File: src/rtl/ps2_key_pkg.sv
// Shared constants, FSM state type and default key table for the PS/2 set-2 key decoder.
package ps2_key_pkg;

  localparam logic [7:0] PS2_EXT   = 8'hE0;
  localparam logic [7:0] PS2_BRK   = 8'hF0;
  localparam logic [7:0] PS2_PAUSE = 8'hE1;

  // Pause is E1 followed by seven more bytes that carry no key information.
  localparam int PAUSE_TAIL_LEN = 7;

  localparam int DEFAULT_NUM_KEYS = 5;
  // ch0 = space, ch1 = right, ch2 = left, ch3 = down, ch4 = up
  localparam logic [DEFAULT_NUM_KEYS*9-1:0] DEFAULT_KEY_CODES =
    {9'h1_75, 9'h1_72, 9'h1_6B, 9'h1_74, 9'h0_29};

  typedef enum logic [2:0] {
    ST_IDLE,
    ST_EXT,
    ST_BRK,
    ST_EXT_BRK,
    ST_SKIP
  } ps2_state_t;

  function automatic logic is_prefix(input logic [7:0] b);
    return (b == PS2_EXT) || (b == PS2_BRK) || (b == PS2_PAUSE);
  endfunction

endpackage

File: src/rtl/ps2_repeat_timer.sv
// Auto-repeat timer: load starts a DELAY countdown, then fire pulses every PERIOD cycles until clear.
// fire is combinational and suppressed in any cycle that also loads or clears.
module ps2_repeat_timer #(
  parameter int DELAY  = 25_000_000,
  parameter int PERIOD = 5_000_000
) (
  input  logic clk,
  input  logic reset,
  input  logic load,
  input  logic clear,
  output logic fire
);

  localparam int MAXV = (DELAY > PERIOD) ? DELAY : PERIOD;
  localparam int W    = $clog2(MAXV + 1);

  logic         active;
  logic [W-1:0] cnt;

  assign fire = active && (cnt == '0) && !load && !clear;

  always_ff @(posedge clk) begin
    if (reset || clear) begin
      active <= 1'b0;
      cnt    <= '0;
    end else if (load) begin
      active <= 1'b1;
      cnt    <= W'(DELAY - 1);
    end else if (active) begin
      if (cnt == '0) cnt <= W'(PERIOD - 1);
      else           cnt <= cnt - 1'b1;
    end
  end

endmodule

File: src/rtl/ps2_key_decoder.sv
// PS/2 set-2 decoder: tracks E0/F0/E1 sequences and drives per-key press/release pulses and held levels.
// Optional internal auto-repeat is built only when PS2_KEY_AUTOREPEAT_EN is defined.
module ps2_key_decoder
  import ps2_key_pkg::*;
#(
  parameter int                      NUM_KEYS       = DEFAULT_NUM_KEYS,
  parameter logic [NUM_KEYS*9-1:0]   KEY_CODES      = DEFAULT_KEY_CODES,
  parameter int                      TIMEOUT_CYCLES = 2_500_000,
  parameter int                      REPEAT_DELAY   = 25_000_000,
  parameter int                      REPEAT_PERIOD  = 5_000_000
) (
  input  logic                CLOCK_50,
  input  logic                reset,
  input  logic [7:0]          rx_data,
  input  logic                rx_valid,
  output logic [NUM_KEYS-1:0] key_press,
  output logic [NUM_KEYS-1:0] key_release,
  output logic [NUM_KEYS-1:0] key_held,
  output logic                any_press,
  output logic [8:0]          last_code,
  output logic                seq_error
);

  localparam int TMR_W  = $clog2(TIMEOUT_CYCLES + 1);
  localparam int SKIP_W = $clog2(PAUSE_TAIL_LEN + 1);

  if (NUM_KEYS < 1 || NUM_KEYS > 16 || TIMEOUT_CYCLES < 1 ||
      REPEAT_DELAY < 1 || REPEAT_PERIOD < 1) begin : g_bad_cfg
    $error("ps2_key_decoder: parameter out of range");
  end

  ps2_state_t          state, state_nxt;
  logic [SKIP_W-1:0]   skip_cnt, skip_nxt;
  logic [TMR_W-1:0]    tmr;
  logic                done_make, done_brk, done_ext, err;
  logic [NUM_KEYS-1:0] match, press_nxt, rpt_press;

  always_ff @(posedge CLOCK_50) begin
    if (reset) begin
      state    <= ST_IDLE;
      skip_cnt <= '0;
      tmr      <= '0;
    end else begin
      state    <= state_nxt;
      skip_cnt <= skip_nxt;
      if (rx_valid || state_nxt == ST_IDLE) tmr <= '0;
      else if (tmr != '1)                   tmr <= tmr + 1'b1;
    end
  end

  always_comb begin
    state_nxt = state;
    skip_nxt  = skip_cnt;
    done_make = 1'b0;
    done_brk  = 1'b0;
    done_ext  = 1'b0;
    err       = 1'b0;
    if (rx_valid) begin
      case (state)
        ST_IDLE: begin
          if (rx_data == PS2_EXT)        state_nxt = ST_EXT;
          else if (rx_data == PS2_BRK)   state_nxt = ST_BRK;
          else if (rx_data == PS2_PAUSE) begin
            state_nxt = ST_SKIP;
            skip_nxt  = SKIP_W'(PAUSE_TAIL_LEN);
          end else                       done_make = 1'b1;
        end
        ST_EXT: begin
          if (rx_data == PS2_BRK)        state_nxt = ST_EXT_BRK;
          else if (rx_data == PS2_EXT)   err = 1'b1;
          else if (rx_data == PS2_PAUSE) begin
            err       = 1'b1;
            state_nxt = ST_SKIP;
            skip_nxt  = SKIP_W'(PAUSE_TAIL_LEN);
          end else begin
            done_make = 1'b1;
            done_ext  = 1'b1;
            state_nxt = ST_IDLE;
          end
        end
        ST_BRK, ST_EXT_BRK: begin
          state_nxt = ST_IDLE;
          if (is_prefix(rx_data)) err = 1'b1;
          else begin
            done_brk = 1'b1;
            done_ext = (state == ST_EXT_BRK);
          end
        end
        ST_SKIP: begin
          if (skip_cnt <= SKIP_W'(1)) begin
            state_nxt = ST_IDLE;
            skip_nxt  = '0;
          end else skip_nxt = skip_cnt - 1'b1;
        end
        default: state_nxt = ST_IDLE;
      endcase
    end else if (state != ST_IDLE && tmr == TMR_W'(TIMEOUT_CYCLES - 1)) begin
      state_nxt = ST_IDLE;
      skip_nxt  = '0;
    end
  end

  always_comb begin
    match = '0;
    for (int k = 0; k < NUM_KEYS; k++)
      match[k] = (KEY_CODES[k*9 +: 9] == {done_ext, rx_data});
  end

`ifdef PS2_KEY_AUTOREPEAT_EN
  logic [NUM_KEYS-1:0] rpt_mask, first_match;
  logic                rpt_load, rpt_clear, rpt_fire;

  // Only a fresh press of the lowest matching channel retargets; keyboard typematic makes do not.
  assign first_match = match & (~match + 1'b1);
  assign rpt_load    = done_make && |(first_match & ~key_held);
  assign rpt_clear   = done_brk && |(match & rpt_mask);
  assign rpt_press   = rpt_fire ? rpt_mask : '0;

  always_ff @(posedge CLOCK_50) begin
    if (reset || rpt_clear) rpt_mask <= '0;
    else if (rpt_load)      rpt_mask <= first_match;
  end

  ps2_repeat_timer #(
    .DELAY  (REPEAT_DELAY),
    .PERIOD (REPEAT_PERIOD)
  ) u_repeat (
    .clk   (CLOCK_50),
    .reset (reset),
    .load  (rpt_load),
    .clear (rpt_clear),
    .fire  (rpt_fire)
  );
`else
  assign rpt_press = '0;
`endif

  assign press_nxt = (done_make ? (match & ~key_held) : '0) | rpt_press;

  always_ff @(posedge CLOCK_50) begin
    if (reset) begin
      key_press   <= '0;
      key_release <= '0;
      key_held    <= '0;
      any_press   <= 1'b0;
      last_code   <= 9'h000;
      seq_error   <= 1'b0;
    end else begin
      key_press   <= press_nxt;
      any_press   <= |press_nxt;
      key_release <= done_brk ? match : '0;
      seq_error   <= err;
      if (done_make)     key_held <= key_held | match;
      else if (done_brk) key_held <= key_held & ~match;
      if (done_make || done_brk) last_code <= {done_ext, rx_data};
    end
  end

endmodule
File: config.mk
export PLATFORM = sky130hd
export DESIGN_NAME = ps2_key_decoder
export DESIGN_NICKNAME = d
export VERILOG_FILES = /design/src/rtl/ps2_key_pkg.sv /design/src/rtl/ps2_repeat_timer.sv /design/src/rtl/ps2_key_decoder.sv
export SDC_FILE = /design/constraint.sdc
export NUM_CORES = 1
export LEC_CHECK = 0
export CORE_MARGIN = 1
export CORE_UTILIZATION = 34
export CTS_CLUSTER_DIAMETER = 80
export CTS_CLUSTER_SIZE = 30
export DETAILED_ROUTE_END_ITERATION = 12
export PLACE_DENSITY = 0.64
export SYNTH_ARGS = -nofsm -noshare
export SYNTH_HDL_FRONTEND = slang
export SYNTH_SLANG_ARGS = --single-unit
File: constraint.sdc
create_clock -name CLOCK_50 -period 1.7 [get_ports CLOCK_50]
set_input_delay 0.34 -clock CLOCK_50 [delete_from_list [all_inputs] [get_ports CLOCK_50]]
set_output_delay 0.34 -clock CLOCK_50 [all_outputs]
set_load 0.02 [all_outputs]
==> metrics.md <==
| Metric | Value |
|---|---|
| Status | `finished, violations left` |
| Failing checks | `setup timing` |
| Crit-path max cell delay | `0.61 ns` |
| Final Setup Violations | `28` |
| Ys async rst share | `0%` |
| Slew HR | `47.8%` |
| Clock Sinks | `54` |
| Number of port buffers | `36` |
| Top-count cell post-synth | `dfxtp_1` |
| Combinational family with the most area after synthesis | `simple AND/OR/NAND/NOR gates` |
| Critical Path End Type | `flop` |
| Hold endpoint | `tmr[14]$_SDFFE_PP0P_` |
| Num CTS Buffers | `5` |
| Initial cell density of the core | `35.2%` |
| Die footprint | `0.00790 mm²` |
| Mapped Area | `0.00257 mm²` |
| Seq. cell area | `0.00109 mm²` |
| Vias/cell | `5.14` |
| Largest cells by area after synthesis | `dfxtp_1 42%, nor2_1 6.7%, mux2i_1 5.1%, xnor2_1 3.4%, nand2_1 3.4%` |
| Final worst setup slack | `-0.111 ns` |
| Post-synth cell types | `50` |
| Final net count | `413` |
| Yosys warns | `0` |
| Minimum clock period | `1.81 ns` |
| IO Count | `37` |
| Post-DP Area | `0.00346 mm²` |
| Total Power | `0.00223 W` |
| Die X | `88.9 µm` |
| Hold Path Class | `flop to flop` |
| Post-Synth Simple-Gate Area | `31.4%` |
| Vias in the first global route | `2246` |
| Antenna-violating nets left | `0` |
| First-pass GRT wire length | `10.7 mm` |
| CTS tree | `yes` |
| # rows | `31` |
| DRT Wirelength | `7.05 mm` |
| Critical path fanouts, max | `3` |
| Period Utilization, post-route | `107%` |
| Worst path cell trace | `ha_4, nand4_1, or4_4, o211ai_1, xor2_1, nor2_1` |
| Reg clk slew, reported paths | `0.10 ns` |
| Maximum clock frequency | `0.552 GHz` |
| Startpoint Class | `flop` |
| Register area share after synthesis | `42.1%` |
| Worst-margin pin slew | `0.777 ns` |
| Filler cell count | `686` |
| CTS max path bufs | `2` |
| Worst r2r src | `tmr[0]$_SDFFE_PP0P_` |
| Dpl cells | `479` |
| Post-Synth Adder-Cell Area | `1.46%` |
| GRT Total Usage | `17.3%` |
| Post-Layout Inst Area | `0.00389 mm²` |
| Buffers & Inverters on Critical Path | `0` |
| Area of the multi-input gates | `0.00163 mm²` |
| CP required | `1.91 ns` |
| Gpl congestion | `0.811` |
| Mux cell area share after synthesis | `5.07%` |
| Routed length per instance | `14.1 µm` |
| Syn_nets | `310` |
| Die height | `88.9 µm` |
| RSZ-0062 raised after global routing | `true` |
| Final hold violation count | `0` |
| Xor/xnor cell area share of the yosys netlist | `4.78%` |
| Synth Area in Compound Gates | `11.5%` |
| Flop-to-flop setup slack | `-0.11 ns` |
| Top cell type by total area after synthesis | `dfxtp_1` |
| Critical Path Start | `tmr[0]$_SDFFE_PP0P_` |
| Share of cells above drive strength 1 | `32.5%` |
| Hold_ws | `0.462 ns` |
| Worst-skew pair later-pin latency | `0.32 ns` |
| Critical Path AT | `2.02 ns` |
| Syn Inst Count | `296` |
| # DRC | `0` |
| Hpwl dp | `4.82 mm` |
| Top_reg_cell synth | `dfxtp_1` |
| DP Worst Slack | `-0.427 ns` |
| Root buffer cell | `clkbuf_8` |
| Drt initial violations | `126` |
| Pre-antenna DRT Iters | `4` |
| Pwr/cell area | `572 mW/mm²` |
| Delay-heaviest family, CP | `simple AND/OR/NAND/NOR gates` |
| Worst Skew | `0.0109 ns` |
| Hold wc startpoint | `tmr[14]$_SDFFE_PP0P_` |
| Most frequent cells after synthesis | `54 x dfxtp_1, 46 x nor2_1, 23 x nand2_1` |
| Antenna violations before repair | `0` |
| H-tree levels | `2` |
| Antenna cells | `0` |
| Worst path slowest cell | `or4_4` |
| Avg Cell Area, Syn | `8.67 µm²` |
| CORE AREA | `0.00729 mm²` |
| Area fraction of the dominant cell type after synthesis | `42.1%` |
| Register bit total from synthesis | `54` |
| Crit path kind | `flop to flop` |
| Gr ovfl total | `0` |
| Leak | `1.60 nW` |
| Max Cap Viol | `0` |
| Fin cells | `499` |
| Worst path depth | `6` |
| Area delta synth->final | `51.6%` |
| RR Endpoint | `tmr[13]$_SDFFE_PP0P_` |
| Slew Limit Fails | `0` |
| Maximum vdd drop | `0.296 mV` |
| WHS Path Cells | `1` |
| Worst Reg-to-Reg Cells | `6` |
| Largest net degree at the start of global routing | `18` |
| EDFF count, synth | `0` |
| DR vias | `2565` |
report_power, final:
group / switching, W / internal [W]
combinational: 0.0000995 / 0.000109
sequential: 0.00000664 / 0.00128
clock: 0.000444 / 0.000291
total: 0.000550 / 0.00168
per-stage QoR:
| step | utilization (%) | setup TNS [ns] |
|---|---|---|
| floorplan | - | 0 |
| global placement | 47.5 | -9.79 |
| detailed placement | 47.5 | -11.13 |
| CTS | 50.2 | -0.485 |
| global route | 53.3 | -3.10 |
| finish | 53.3 | -1.55 |
routing by layer:
layer	GRT usage, %	up-vias	wire length, µm
li1	-	1277	-
met1	24.0	1223	3440
met2	28.4	57	3240
met3	2.89	8	320
met4	3.52	0	57
met5	0	-	0
cells in the final DEF, fill, tap and decap left out, types with 4 or more instances in the layout:
cell type and n:
a31oi_1 4, a21oi_1 11, xor2_1 4, dfxtp_1 48
nand4_1 13, or4_4 4, dlygate4sd2_1 6, buf_6 7
mux2i_1 12, xnor2_1 10, buf_4 63, inv_1 5
o21ai_1 6, dlymetal6s2s_1 7, and3_1 4, nor2_1 41
nand3_1 6, a21oi_2 4, nor4_1 5, dfxtp_2 6
clkbuf_8 5, nand2_1 22, nor2_2 4, nor3_1 8
clkdlybuf4s50_1 23
flip-flops by register name (all words and copies together) (netlist names), named ones only:
name and cells:
skip_cnt 3, any_press 1, state 3, last_code 9, tmr 22, key_press 5, seq_error 1, key_release 5
repair_timing:
action | 4_1_cts | 5_1_grt
pin swaps | 7 | 18
hold buffers | 0 | 0
buffers inserted | 3 | 6
gates resized for setup | 27 | 44
endpoints found under the setup margin | 34 | 48
gates cloned | 1 | 2
cell type report:
| cell class | instances | share of cell area [%] |
|---|---|---|
| sequential | 54 | 28.0 |
| clock inverter | 3 | 0.547 |
| multi-input combinational | 226 | 41.8 |
| inverter | 5 | 0.482 |
| tap | 99 | 3.18 |
| timing repair buffer | 107 | 24.2 |
| clock buffer | 5 | 1.77 |
worst max path at each step:
stage	end	slack [ns]
6_report	tmr[13]$_SDFFE_PP0P_	-0.11
3_5_place_dp	any_press$_SDFF_PP0_	-0.43
2_1_floorplan	tmr[2]$_SDFFE_PP0P_	0.004
5_1_grt	tmr[3]$_SDFFE_PP0P_	-0.18
4_1_cts	tmr[13]$_SDFFE_PP0P_	-0.09
3_3_place_gp	any_press$_SDFF_PP0_	-0.41
cell families (layout without fill, tap and decap cells):
kind of cell,count (synthesis),after routing
AO/OA/AOI/OAI,44,44
XOR/XNOR,14,14
adder cells (fa/ha/maj),3,3
buffers and inverters,19,120
flip-flops,54,54
multiplexers,13,13
AND/OR/NAND/NOR,149,152
No activity file was read; power rests on OpenSTA's default activity.
